===== src/rtl/uart_tx_arbiter.sv =====
// uart_tx_arbiter: round-robin sharing of one UART transmitter, one byte per grant.
// Define UART_ARB_TIMEOUT_EN to add a completion watchdog with abort and err_timeout pulse.
module uart_tx_arbiter #(
`ifdef UART_ARB_TIMEOUT_EN
  parameter int TIMEOUT_CYCLES = 131072,
`endif
  parameter int NUM_REQ = 4,
  parameter int TRIG_CYCLES = 4,
  localparam int GW = $clog2(NUM_REQ)
) (
  input  logic                 clk,
  input  logic                 rst,
  input  logic [NUM_REQ-1:0]   req,
  input  logic [8*NUM_REQ-1:0] req_data,
  input  logic [NUM_REQ-1:0]   req_parity,
  input  logic [NUM_REQ-1:0]   req_stop2,
  output logic [NUM_REQ-1:0]   ack,
  output logic                 busy,
  output logic [GW-1:0]        grant_id,
  output logic                 tx_trigger,
  output logic [7:0]           tx_data,
  output logic                 tx_parity_en,
  output logic                 tx_stop2,
  input  logic                 tx_sended,
  output logic                 err_timeout
);
  localparam int TW = $clog2(TRIG_CYCLES + 1);
  typedef enum logic [2:0] {S_IDLE, S_TRIG, S_WAIT_CLR, S_WAIT_DONE, S_ACK} state_t;
  state_t r_state, w_next;
  logic r_s1, r_sd, r_par, r_stop2, w_any, w_to;
  logic [GW-1:0] r_ptr, r_gid, w_pick;
  logic [7:0] r_data;
  logic [TW-1:0] r_tcnt;
  // lowest offset from the pointer wins, so scan offsets from the top down
  always_comb begin
    int j;
    j = 0;
    w_pick = '0;
    w_any = |req;
    for (int k = NUM_REQ - 1; k >= 0; k--) begin
      j = int'(r_ptr) + k;
      if (j >= NUM_REQ) j = j - NUM_REQ;
      if (req[j]) w_pick = GW'(j);
    end
  end
  always_comb begin
    w_next = r_state;
    case (r_state)
      S_IDLE:      w_next = w_any ? S_TRIG : S_IDLE;
      S_TRIG:      w_next = r_tcnt == TW'(TRIG_CYCLES - 1) ? S_WAIT_CLR : S_TRIG;
      S_WAIT_CLR:  w_next = w_to ? S_ACK : !r_sd ? S_WAIT_DONE : S_WAIT_CLR;
      S_WAIT_DONE: w_next = (w_to || r_sd) ? S_ACK : S_WAIT_DONE;
      default:     w_next = S_IDLE;
    endcase
  end
  always_ff @(posedge clk) begin
    if (rst) begin
      r_state <= S_IDLE;
      r_s1 <= 1'b0;
      r_sd <= 1'b0;
      r_tcnt <= '0;
      r_ptr <= '0;
      r_gid <= '0;
      r_data <= '0;
      r_par <= 1'b0;
      r_stop2 <= 1'b0;
    end else begin
      r_state <= w_next;
      r_s1 <= tx_sended;
      r_sd <= r_s1;
      r_tcnt <= r_state == S_TRIG ? r_tcnt + 1'b1 : '0;
      if (r_state == S_IDLE && w_any) begin
        r_gid <= w_pick;
        r_data <= req_data[8*w_pick +: 8];
        r_par <= req_parity[w_pick];
        r_stop2 <= req_stop2[w_pick];
      end
      if (r_state == S_ACK) r_ptr <= r_gid == GW'(NUM_REQ - 1) ? '0 : r_gid + 1'b1;
    end
  end
`ifdef UART_ARB_TIMEOUT_EN
  logic [31:0] r_wcnt;
  logic r_to;
  assign w_to = (r_state == S_WAIT_CLR || r_state == S_WAIT_DONE) && r_wcnt == 32'(TIMEOUT_CYCLES - 1);
  always_ff @(posedge clk) begin
    if (rst) begin
      r_wcnt <= '0;
      r_to <= 1'b0;
    end else begin
      r_wcnt <= (r_state == S_WAIT_CLR || r_state == S_WAIT_DONE) ? r_wcnt + 1'b1 : '0;
      r_to <= r_state == S_IDLE ? 1'b0 : (r_to || w_to);
    end
  end
  assign err_timeout = r_state == S_ACK && r_to;
`else
  assign w_to = 1'b0;
  assign err_timeout = 1'b0;
`endif
  assign busy = r_state != S_IDLE;
  assign tx_trigger = r_state == S_TRIG;
  assign ack = r_state == S_ACK ? {{(NUM_REQ-1){1'b0}}, 1'b1} << r_gid : '0;
  assign grant_id = r_gid;
  assign tx_data = r_data;
  assign tx_parity_en = r_par;
  assign tx_stop2 = r_stop2;
endmodule


===== config.mk =====
export PLATFORM = sky130hd
export DESIGN_NAME = uart_tx_arbiter
export DESIGN_NICKNAME = d
export VERILOG_FILES = /design/src/rtl/uart_tx_arbiter.sv
export SDC_FILE = /design/constraint.sdc
export NUM_CORES = 1
export LEC_CHECK = 0
export ABC_AREA = 1
export CAP_MARGIN = 30
export CORE_MARGIN = 3
export CORE_UTILIZATION = 45
export DETAILED_ROUTE_END_ITERATION = 7
export GPL_TIMING_DRIVEN = 0
export PLACE_DENSITY = 0.81
export SLEW_MARGIN = 20
export SYNTH_ARGS = -nofsm -noshare
export SYNTH_HDL_FRONTEND = slang
export SYNTH_SLANG_ARGS = --single-unit

===== constraint.sdc =====
create_clock -name clk -period 2 [get_ports clk]
set_input_delay 0.6 -clock clk [delete_from_list [all_inputs] [get_ports clk]]
set_output_delay 0.6 -clock clk [all_outputs]
set_load 0.1 [all_outputs]

==> metrics.cfg, run 1 <==
[clock_tree]
path_clk_slew_ps=70
cts.sinks=22
cts_tree=built
cts_made_buffers=3
ctsHoldBuffers=0
cts_max_path_buffers=2
h-tree-depth=1
root_buffer=clkbuf_8
clkLatencyLatePin_ps=260

[synth]
synth_most_common_cell=inv_1
syn_inst=276
syn_area_um2=1780
synthArstFlopShare=0
ys_top_cells_by_count=inv_1 (71), nand3_1 (57), nand2_1 (40), dfxtp_1 (22), nor2_1 (19)
synthTopCellsByArea=dfxtp_1 (25%), nand3_1 (16%), inv_1 (15%)
seq_area_frac_synth=0.247
synth_top_area_cell=dfxtp_1
yosysWarningCount=0
ys_types=30
ys_ff_latch=22
avgSynthCellArea_um2=6.46
synth-edff-count=0
yosysTopAreaCellShare=0.247
syn-num-nets=329
ys.flop_type=dfxtp_1

[place]
gp_congestion=0.893
dpl_cell_area_um2=2530
dpl.cell_count=388
place_ws_ps=-734
hpwl_um=3650
io_buffers=64

[global_route]
antenna_found_initial=0
grt_pass1_wl_um=7670
grt.overflow.total=0
grt_use_total=0.211
grt_pass1_vias=1812
grt_max_degree=13

[worst_hold_path]
min_to=r_sd
hp-class=register to register
min-delay-start=r_s1
hold_depth=2

[floorplan]
placeableCoreArea_um2=3740
ios=66
die_area_um2=4750
initial_core_util=0.476
die_h_um=68.9
die_width_um=68.9
rows=22

[layout]
drive_gt1_frac=0.259
area_growth_pct=51.9
stdcell_count=395
final_nets=401
num_antenna_cells=0
design_area_um2=2710
final_core_util=0.723

[sta]
rsz0062_at_grt=no
fin_skew_ps=1.62
final-setup-viol-count=0
tns_ps=0
min_period_ps=1940
max_slew.worst_pin.slew_ps=574
fmax_mhz=515
fin_crit_sh=0.972
slew_viol_final=0
relSlewSlack=0.619
fin_ws_ps=56.8
report.final.hold_viol_count=0

[route]
drt-pass1-iter-count=4
wl_per_cell_um=12.1
drt_iter0_drc=82
vias_per_cell=4.77
wirelength_um=4790
vias=1883
drtAntennaViolNets=0
drc_errors=0

[worst_setup_path]
path_cells=nor2_4 > nand2_2 > buf_2
cp_slowest_cell=dfxtp_1
worst-path-max-fanout=5
cp-start-kind=register
rr_endpoint=tx_data[7]
cp_slowest_stage_delay_ps=490
cp_data_required_time_ps=1400
path_class=register to output port
reg2reg_slack_ps=160
reg2reg_depth=13
worst-path-buf-inv=1
crit_family=flip-flops
crit_arrival_ps=1340
end_kind=output port
rr_startpoint=r_ptr[1]

[pwr]
p_switching_w=0.000587
clockPowerShare=0.189
intPower_w=0.000853
p_comb_frac=0.469
peakVddDrop_v=0.000453
p_per_area_nw_per_um2=532
p_seq_frac=0.342
leakage_nw=1.40
sw_frac_of_total=0.408

[run_status]
status=finished clean

[job]
drv_cap=0

stage by stage:
stage | hold WS, ps | power (W)
global route | 435 | 0.00151
floorplan | 388 | 0.000955
detailed placement | 399 | 0.00115
global placement | 392 | 0.00114
CTS | 410 | 0.00144
finish | 408 | 0.00144
repair_timing:
action / CTS / global route
setup buffers: 1 / 0
setup endpoints to repair: 28 / 15
pin swaps: 8 / 2
cloned: 2 / 0
gates resized for setup: 84 / 13
sequential cells by signal (all words and copies together) (netlist names):
signal and count:
tx_data 8, r_tcnt 3, tx_stop2 1, r_sd 1
tx_parity_en 1, r_state 3, r_s1 1, grant_id 2
r_ptr 2
cell usage in the layout, fill, tap and decap left out, types with 6 or more instances in the layout:
| cell | instances |
|---|---|
| buf_6 | 7 |
| clkdlybuf4s15_2 | 12 |
| clkdlybuf4s50_1 | 42 |
| dfxtp_1 | 19 |
| ha_1 | 6 |
| inv_1 | 67 |
| inv_2 | 7 |
| nand2_1 | 36 |
| nand2_2 | 19 |
| nand3_1 | 53 |
| nand3_2 | 7 |
| nor2_1 | 15 |
| nor2_4 | 9 |
worst min-delay path: stages (launching register included):
cell and delay, ps:
dfxtp_1 300, inv_1 40, nor2_1 30
worst max-delay path by stage:
stage	from	cells after the start	slack (ps)	to
2_1_floorplan	r_state[2]	2	90	ack[3]
3_3_place_gp	r_state[2]	3	-710	ack[1]
3_5_place_dp	r_state[2]	3	-730	ack[1]
4_1_cts	r_state[1]	4	1	ack[3]
5_1_grt	r_state[1]	3	4	busy
6_report	r_state[1]	3	60	busy
power groups by stage:
stage / combinational (W) / sequential [W] / clock (W)
after floorplan: 0.000267 / 0.000688 / 0
after global placement: 0.000643 / 0.000501 / 0
after detailed placement: 0.000650 / 0.000502 / 0
after CTS: 0.000673 / 0.000492 / 0.000280
after global routing: 0.000724 / 0.000495 / 0.000294
final: 0.000676 / 0.000492 / 0.000272
cell type report:
| class | count | area, um2 |
|---|---|---|
| tap | 48 | 60.1 |
| clock inverter | 1 | 3.75 |
| buffer | 10 | 103 |
| multi-input combinational | 167 | 1020 |
| clock buffer | 3 | 41.3 |
| timing repair buffer | 67 | 731 |
| sequential | 22 | 449 |
| fill | 305 | 1040 |
| inverter | 77 | 294 |
routing by layer:
metal / GRT usage / up-vias / wire length (um)
li1: - / 979 / -
met3: 0.0308 / 12 / 206
met2: 0.377 / 43 / 2450
met4: 0.0560 / 0 / 99
met1: 0.261 / 849 / 2040
met5: 0 / - / 0
logic make-up after synthesis:
| kind of cell | after synthesis | share of synthesized area |
|---|---|---|
| simple gates | 148 | 0.430 |
| flops | 22 | 0.247 |
| fa+ha+maj | 6 | 0.0421 |
| buf+inv | 87 | 0.221 |
| compound gates | 12 | 0.0576 |
| other cells | 1 | 0.00210 |
Note: power is estimated with default switching activity, not from simulation.
==> run 2, diff against run 1 <==
Settings changed: CORE_UTILIZATION 45 to 46, CTS_BUF_LIST set to sky130_fd_sc_hd__clkbuf_8, MAX_ROUTING_LAYER set to met4, PLACE_DENSITY 0.81 to 0.83.
==> run 2 against run 1 <==
  * Power up 11%
  * Sequential share of layout area down 0.28 points
  * Cell area up 1.7%
  * Via count up 1.8%
  * Critical path depth up 12
==> metrics.cfg, run 2 (same netlist as run 1, synthesis figures left out) <==
[worst_setup_path]
worst-path-max-fanout=5  ; unchanged
cp_slowest_stage_delay_ps=270  ; -220 ps
worst-path-buf-inv=4  ; +3
end_kind=register
path_cells=dlygate4sd2_1 > inv_2 > nand2_2 > nand3_2 > nand2_2 > nand3_4 > nand2_4 > nand2_4 > nand2_4 > bufbuf_16 > nand2_2 > nand3_1 > nand3_1 > nand2_1 > inv_1
crit_arrival_ps=2080  ; +740 ps
cp_data_required_time_ps=2160  ; +760 ps
crit_family=simple AND/OR/NAND/NOR gates
cp-start-kind=input port
cp_slowest_cell=bufbuf_16
path_class=input port to register

[route]
wl_per_cell_um=12.9  ; +6.4%
wirelength_um=5090  ; +6.2%
drt-pass1-iter-count=4  ; unchanged
vias=1917  ; +1.8%
drt_iter0_drc=128  ; +56%
drtAntennaViolNets=0  ; unchanged
vias_per_cell=4.87  ; +2.1%
drc_errors=0  ; unchanged

[floorplan]
ios=66  ; unchanged
die_width_um=68.2  ; -1.0%
die_h_um=68.2  ; -1.0%
die_area_um2=4660  ; -2.0%
initial_core_util=0.506  ; +0.0301
placeableCoreArea_um2=3520  ; -5.9%
rows=21  ; -4.5%

[pwr]
leakage_nw=1.42  ; +1.5%
p_per_area_nw_per_um2=579  ; +8.9%
peakVddDrop_v=0.000583  ; +29%

[layout]
area_growth_pct=54.5
final_nets=402  ; +0.25%
layout_commonest_cell=inv_1
num_antenna_cells=0  ; unchanged
drive_gt1_frac=0.259  ; -0.000745
final_cell_mix=inv_1 (67), nand3_1 (54), clkdlybuf4s50_1 (42), nand2_1 (37), dfxtp_1 (19)
largest_register_ffs=8  ; unchanged
design_area_um2=2750  ; +1.7%

[sta]
final-setup-viol-count=0  ; unchanged
rsz0062_at_grt=no
min_period_ps=1920  ; -22.5 ps
fin_ws_ps=79.3  ; +22.5 ps
hold_ws_ps=420  ; +12.5 ps
fin_skew_ps=2.72  ; +1.10 ps
max_slew.worst_pin.slew_ps=565  ; -8.98 ps
relSlewSlack=0.625  ; +0.00596
slew_viol_final=0  ; unchanged
fin_crit_sh=0.960  ; -0.0113
fmax_mhz=521  ; +1.2%
report.final.hold_viol_count=0  ; unchanged

[global_route]
grt.overflow.total=0  ; unchanged
grt_max_degree=14  ; +1
grt_use_total=0.238  ; +0.0273
grt_pass1_wl_um=8180  ; +6.7%
grt_pass1_vias=1786  ; -1.4%
antenna_found_initial=0  ; unchanged

[clock_tree]
cts_max_path_buffers=2  ; unchanged
clkLatencyLatePin_ps=260  ; about the same
path_clk_slew_ps=80  ; about the same
root_buffer=clkbuf_8
cts.sinks=22  ; unchanged
cts_made_buffers=3  ; unchanged
h-tree-depth=1  ; unchanged
ctsHoldBuffers=0  ; unchanged
cts_tree=built

[place]
place_ws_ps=-730  ; +4.01 ps
dpl_cell_area_um2=2530  ; about the same
io_buffers=64  ; unchanged
gp_congestion=0.897  ; +0.38%
hpwl_um=3600  ; -1.3%

[run_status]
status=finished clean

[worst_hold_path]
hp-class=register to register

[job]
drv_cap=0  ; unchanged

## run 2: cell types whose count changed in the layout (fill, tap and decap cells not counted), moves of 2 or more
cell / change
nand2_2: -2
nand3_4: +2
buf_4: +2
nand3_2: -3
## run 2: cell type report
type | instances | area [um2]
Clock inverter | 1 | 30.0
Buffer | 9 | 95.1
Clock buffer | 3 | 41.3
Sequential cell | 22 | 449
Multi-Input combinational cell | 167 | 1040
Tap cell | 46 | 57.6
Fill cell | 257 | 768
Inverter | 77 | 294
Timing Repair Buffer | 69 | 748
## run 2: path summary, 6_finish.rpt
path,to,start,cells after the start,slack (ps)
worst max-delay path,tx_data[6],req[2],15,80
worst min-delay path,r_sd,r_s1,2,420
worst max register to register,tx_data[6],r_ptr[0],15,150
worst min register to register,r_sd,r_s1,2,420
## run 2: metrics by stage
step,total power [W],util,setup TNS (ps),std cells
finish,0.00159,0.782,0,394
CTS,0.00159,0.771,0,394
global route,0.00167,0.782,0,394
detailed placement,0.00115,0.718,-7990,386
global placement,0.00114,0.718,-7550,386
floorplan,0.000955,-,0,276
## run 2: routing by layer
| metal | up-vias | track usage | share of wire | routed length [um] |
|---|---|---|---|---|
| li1 | 978 | - | - | - |
| met1 | 868 | 0.305 | 0.43 | 2160 |
| met2 | 61 | 0.377 | 0.50 | 2560 |
| met3 | 10 | 0.0378 | 0.054 | 274 |
| met4 | 0 | 0.0868 | 0.017 | 89 |
| met5 | - | - | 0 | 0 |
## run 2: what timing repair did
item,4_1_cts,5_1_grt
endpoints found under the setup margin,28,15
buffers inserted,3,0
cloned,2,0
gates resized for setup,86,14
endpoints found under the hold margin,0,0
pin swaps,9,3
## run 2: power breakdown
part	switching [W]	leakage (nW)	internal (W)
clock network	0.000145	0.0357	0.000267
logic	0.000438	1.20	0.000251
registers	0.0000216	0.183	0.000471
total	0.000605	1.42	0.000989
## run 2: worst register-to-register path, stage by stage (launching register included)
cell and delay (ps):
dfxtp_1 330, buf_6 150, inv_4 60, nand2_1 100, nand3_2 100, nand2_2 90, nand3_4 100, nand2_4 90
nand2_4 70, nand2_4 90, bufbuf_16 270, nand2_2 40, nand3_1 70, nand3_1 80, nand2_1 70, inv_1 50
==> run 3, diff against run 2 <==
Settings changed: ABC_AREA 1 to not set, CAP_MARGIN 30 to 10, CORE_MARGIN 3 to 10, CORE_UTILIZATION 46 to 41, PLACE_DENSITY 0.83 to 0.82.
==> run 3 against run 2 <==
  * Clock-buffer cell count stayed put
  * Flip-flop and latch count unchanged
  * Die area rose by 24%
  * Power is 14% lower
  * Clock power is essentially flat
  * Clock skew fell by 0.79 ps
  * Sequential power shrank 2%
  * Critical path depth fell by 13
  * Routed wire length shrank 9.4%
  * Sequential share of layout area grew 4.1 points
  * Largest cell class unchanged
  * Largest power group unchanged
==> metrics.cfg, run 3 <==
[run_status]
status=finished clean

[worst_setup_path]
worst-path-max-fanout=11  ; +6
reg2reg_slack_ps=100  ; -50 ps
reg2reg_depth=6  ; -9
rr_endpoint=tx_stop2
path_class=register to output port
end_kind=output port
cp_data_required_time_ps=1400  ; -760 ps
crit_arrival_ps=1370  ; -710 ps
endpoint=ack[2]
rr_startpoint=r_ptr[1]
cp-startpoint=r_state[2]
cp-start-kind=register

[clock_tree]
cts_made_buffers=3  ; unchanged
root_buffer=clkbuf_8
cts_tree=built
cts.sinks=22  ; unchanged
h-tree-depth=1  ; unchanged
cts_max_path_buffers=2  ; unchanged
clkLatencyLatePin_ps=260  ; about the same
ctsHoldBuffers=0  ; unchanged
path_clk_slew_ps=80  ; about the same

[job]
drv_cap=0  ; unchanged

[synth]
seq_area_frac_synth=0.341  ; +0.0939
synth_xor_area_frac=0  ; unchanged
yosys.area_share.adder=0.0581  ; +0.0160
ys.flop_type=dfxtp_1
avgSynthCellArea_um2=8.67  ; +34%
synthMuxAreaShare=0.104  ; +0.104
syn_inst=149  ; -46%
synthArstFlopShare=0  ; unchanged
syn_area_um2=1290  ; -28%
ys_top_cells_by_count=dfxtp_1 (22), a21oi_1 (14), nand3_1 (12), o21ai_0 (11)
synth-compound-area-share=0.218  ; +0.160
synth_most_common_cell=dfxtp_1
synth_simple_gate_area_frac=0.220  ; -0.211
yosysWarningCount=0  ; unchanged
synth_top_family_by_area=simple AND/OR/NAND/NOR gates
yosysTopAreaCellShare=0.341  ; +0.0939
syn-num-nets=202  ; -39%
ys_ff_latch=22  ; unchanged
synthTopCellsByArea=dfxtp_1 (34%), mux2_2 (8.7%), a221o_1 (7.8%)
synth-edff-count=0  ; unchanged
ys_types=38  ; +27%
synth_top_area_cell=dfxtp_1

[layout]
drive_gt1_frac=0.341  ; +0.0823
final_cell_mix=clkdlybuf4s50_1 (41), dfxtp_1 (18), a21oi_1 (14), clkdlybuf4s15_2 (13), nand3_1 (12)
area_growth_pct=71.0
area.sequential_um2=450  ; +0.28%
final_core_util=0.729  ; -0.0525
final_nets=274  ; -32%
nFillCells=214  ; -17%
num_antenna_cells=0  ; unchanged
multiInputGateArea_um2=881  ; -15%
largest_register_ffs=8  ; unchanged
stdcell_count=264  ; -33%
layout_commonest_cell=clkdlybuf4s50_1

[global_route]
grt_max_degree=14  ; unchanged
antenna_found_initial=0  ; unchanged
grt_use_total=0.151  ; -0.0874
grt.overflow.total=0  ; unchanged
grt_pass1_vias=1475  ; -17%
grt_pass1_wl_um=7210  ; -12%

[worst_hold_path]
hp-class=register to register
hold_depth=1  ; -1

[sta]
final-setup-viol-count=0  ; unchanged
fmax_mhz=507  ; -2.7%
relSlewSlack=0.624  ; -0.00141
fin_skew_ps=1.93  ; -0.790 ps
report.final.hold_viol_count=0  ; unchanged
rsz0062_at_grt=yes
max_slew.worst_pin.slew_ps=567  ; +2.13 ps
fin_crit_sh=0.987  ; +0.0267
min_period_ps=1970  ; +53.4 ps
slew_viol_final=0  ; unchanged
tns_ps=0  ; unchanged

[pwr]
leakage_nw=0.869  ; -39%
p_per_area_nw_per_um2=624  ; +7.7%
totalPowerFinal_w=0.00138  ; -14%
peakVddDrop_v=0.000557  ; -4.4%

[route]
drt_iter0_drc=75  ; -41%
drt-pass1-iter-count=4  ; unchanged
wirelength_um=4610  ; -9.4%
vias=1457  ; -24%
wl_per_cell_um=17.5  ; +35%
met3WireLength_um=171  ; -38%
wl_met2_um=2470  ; -3.5%
highest_layer=met4
met1_length_um=1810  ; -16%
vias_per_cell=5.52  ; +13%
drc_errors=0  ; unchanged
drtAntennaViolNets=0  ; unchanged

[floorplan]
die_area_um2=5790  ; +24%
initial_core_util=0.426  ; -0.0796
rows=20  ; -4.8%
die_h_um=76.1  ; +12%
die_width_um=76.1  ; +12%
ios=66  ; unchanged
placeableCoreArea_um2=3030  ; -14%

[place]
dpl.cell_count=256  ; -34%
io_buffers=63  ; -1.6%
gp_congestion=0.837  ; -6.6%
hpwl_um=3340  ; -7.2%

run 3: changes by cell type after synthesis, moves of 5 or more:
cell | previous run | this run
nand2_1 | 40 | 7
a221o_1 | 0 | 10
nor2_4 | 5 | 0
inv_1 | 71 | 6
a21oi_1 | 3 | 14
nand3_1 | 57 | 12
nor2_1 | 19 | 7
o21ai_0 | 2 | 11
nand2_2 | 16 | 0
mux2_2 | 0 | 10
and3_1 | 0 | 5
nor2b_1 | 0 | 5
run 3: layer usage:
layer | vias up | track usage
li1 | 695 | -
met1 | 696 | 0.151
met2 | 54 | 0.283
met3 | 12 | 0.0271
met4 | 0 | 0.0539
met5 | - | -
run 3: cell type report:
type | count | area share
plain buffers | 5 | 0.0159
clock buffers | 3 | 0.0187
clock inverters | 1 | 0.0136
inverters | 6 | 0.0102
multi-input cells | 114 | 0.399
flip-flops and latches | 22 | 0.204
well taps | 44 | 0.0249
repair buffers | 69 | 0.314
run 3: logic make-up after synthesis:
group | after synthesis
flip-flops | 22
AND/OR/NAND/NOR | 51
other | 1
AO/OA/AOI/OAI | 42
adder cells (fa/ha/maj) | 6
multiplexers | 12
buffers and inverters | 15
run 3: repair_timing:
item                                    4_1_cts  5_1_grt
gates cloned                                  0        2
setup buffers                                 4        2
resized for setup                            94       21
endpoints found under the setup margin       28       16
pin swaps                                     3        5
run 3: worst min path at each step:
stage / from / to / slack (ps)
after floorplan: r_tcnt[0] / r_tcnt[0] / 400
after global placement: r_tcnt[0] / r_tcnt[0] / 410
after detailed placement: r_tcnt[0] / r_tcnt[0] / 420
after CTS: r_tcnt[0] / r_tcnt[0] / 430
after global routing: r_tcnt[0] / r_tcnt[0] / 450
final: r_tcnt[0] / r_tcnt[0] / 430
run 3: worst max-delay path, cell delays in order (launching register included):
cell and delay, ps:
dfxtp_1 610, and3_2 280, buf_6 220
run 3: per-stage QoR:
step / hold WS (ps) / worst slack (ps) / cell area (um2)
final: 427 / 25.8 / 2210
after CTS: 433 / 12.1 / 2150
after detailed placement: 422 / -807 / 2000
after global routing: 453 / -22.2 / 2210
after global placement: 406 / -707 / 2000
after floorplan: 397 / -69.0 / 1310
run 3: where the power goes:
| part | leakage (nW) | internal [W] | switching [W] |
|---|---|---|---|
| Sequential | 0.182 | 0.000463 | 0.0000179 |
| Clock | 0.0357 | 0.000267 | 0.000144 |
| Combinational | 0.651 | 0.000190 | 0.000294 |
| Total | 0.869 | 0.000921 | 0.000457 |
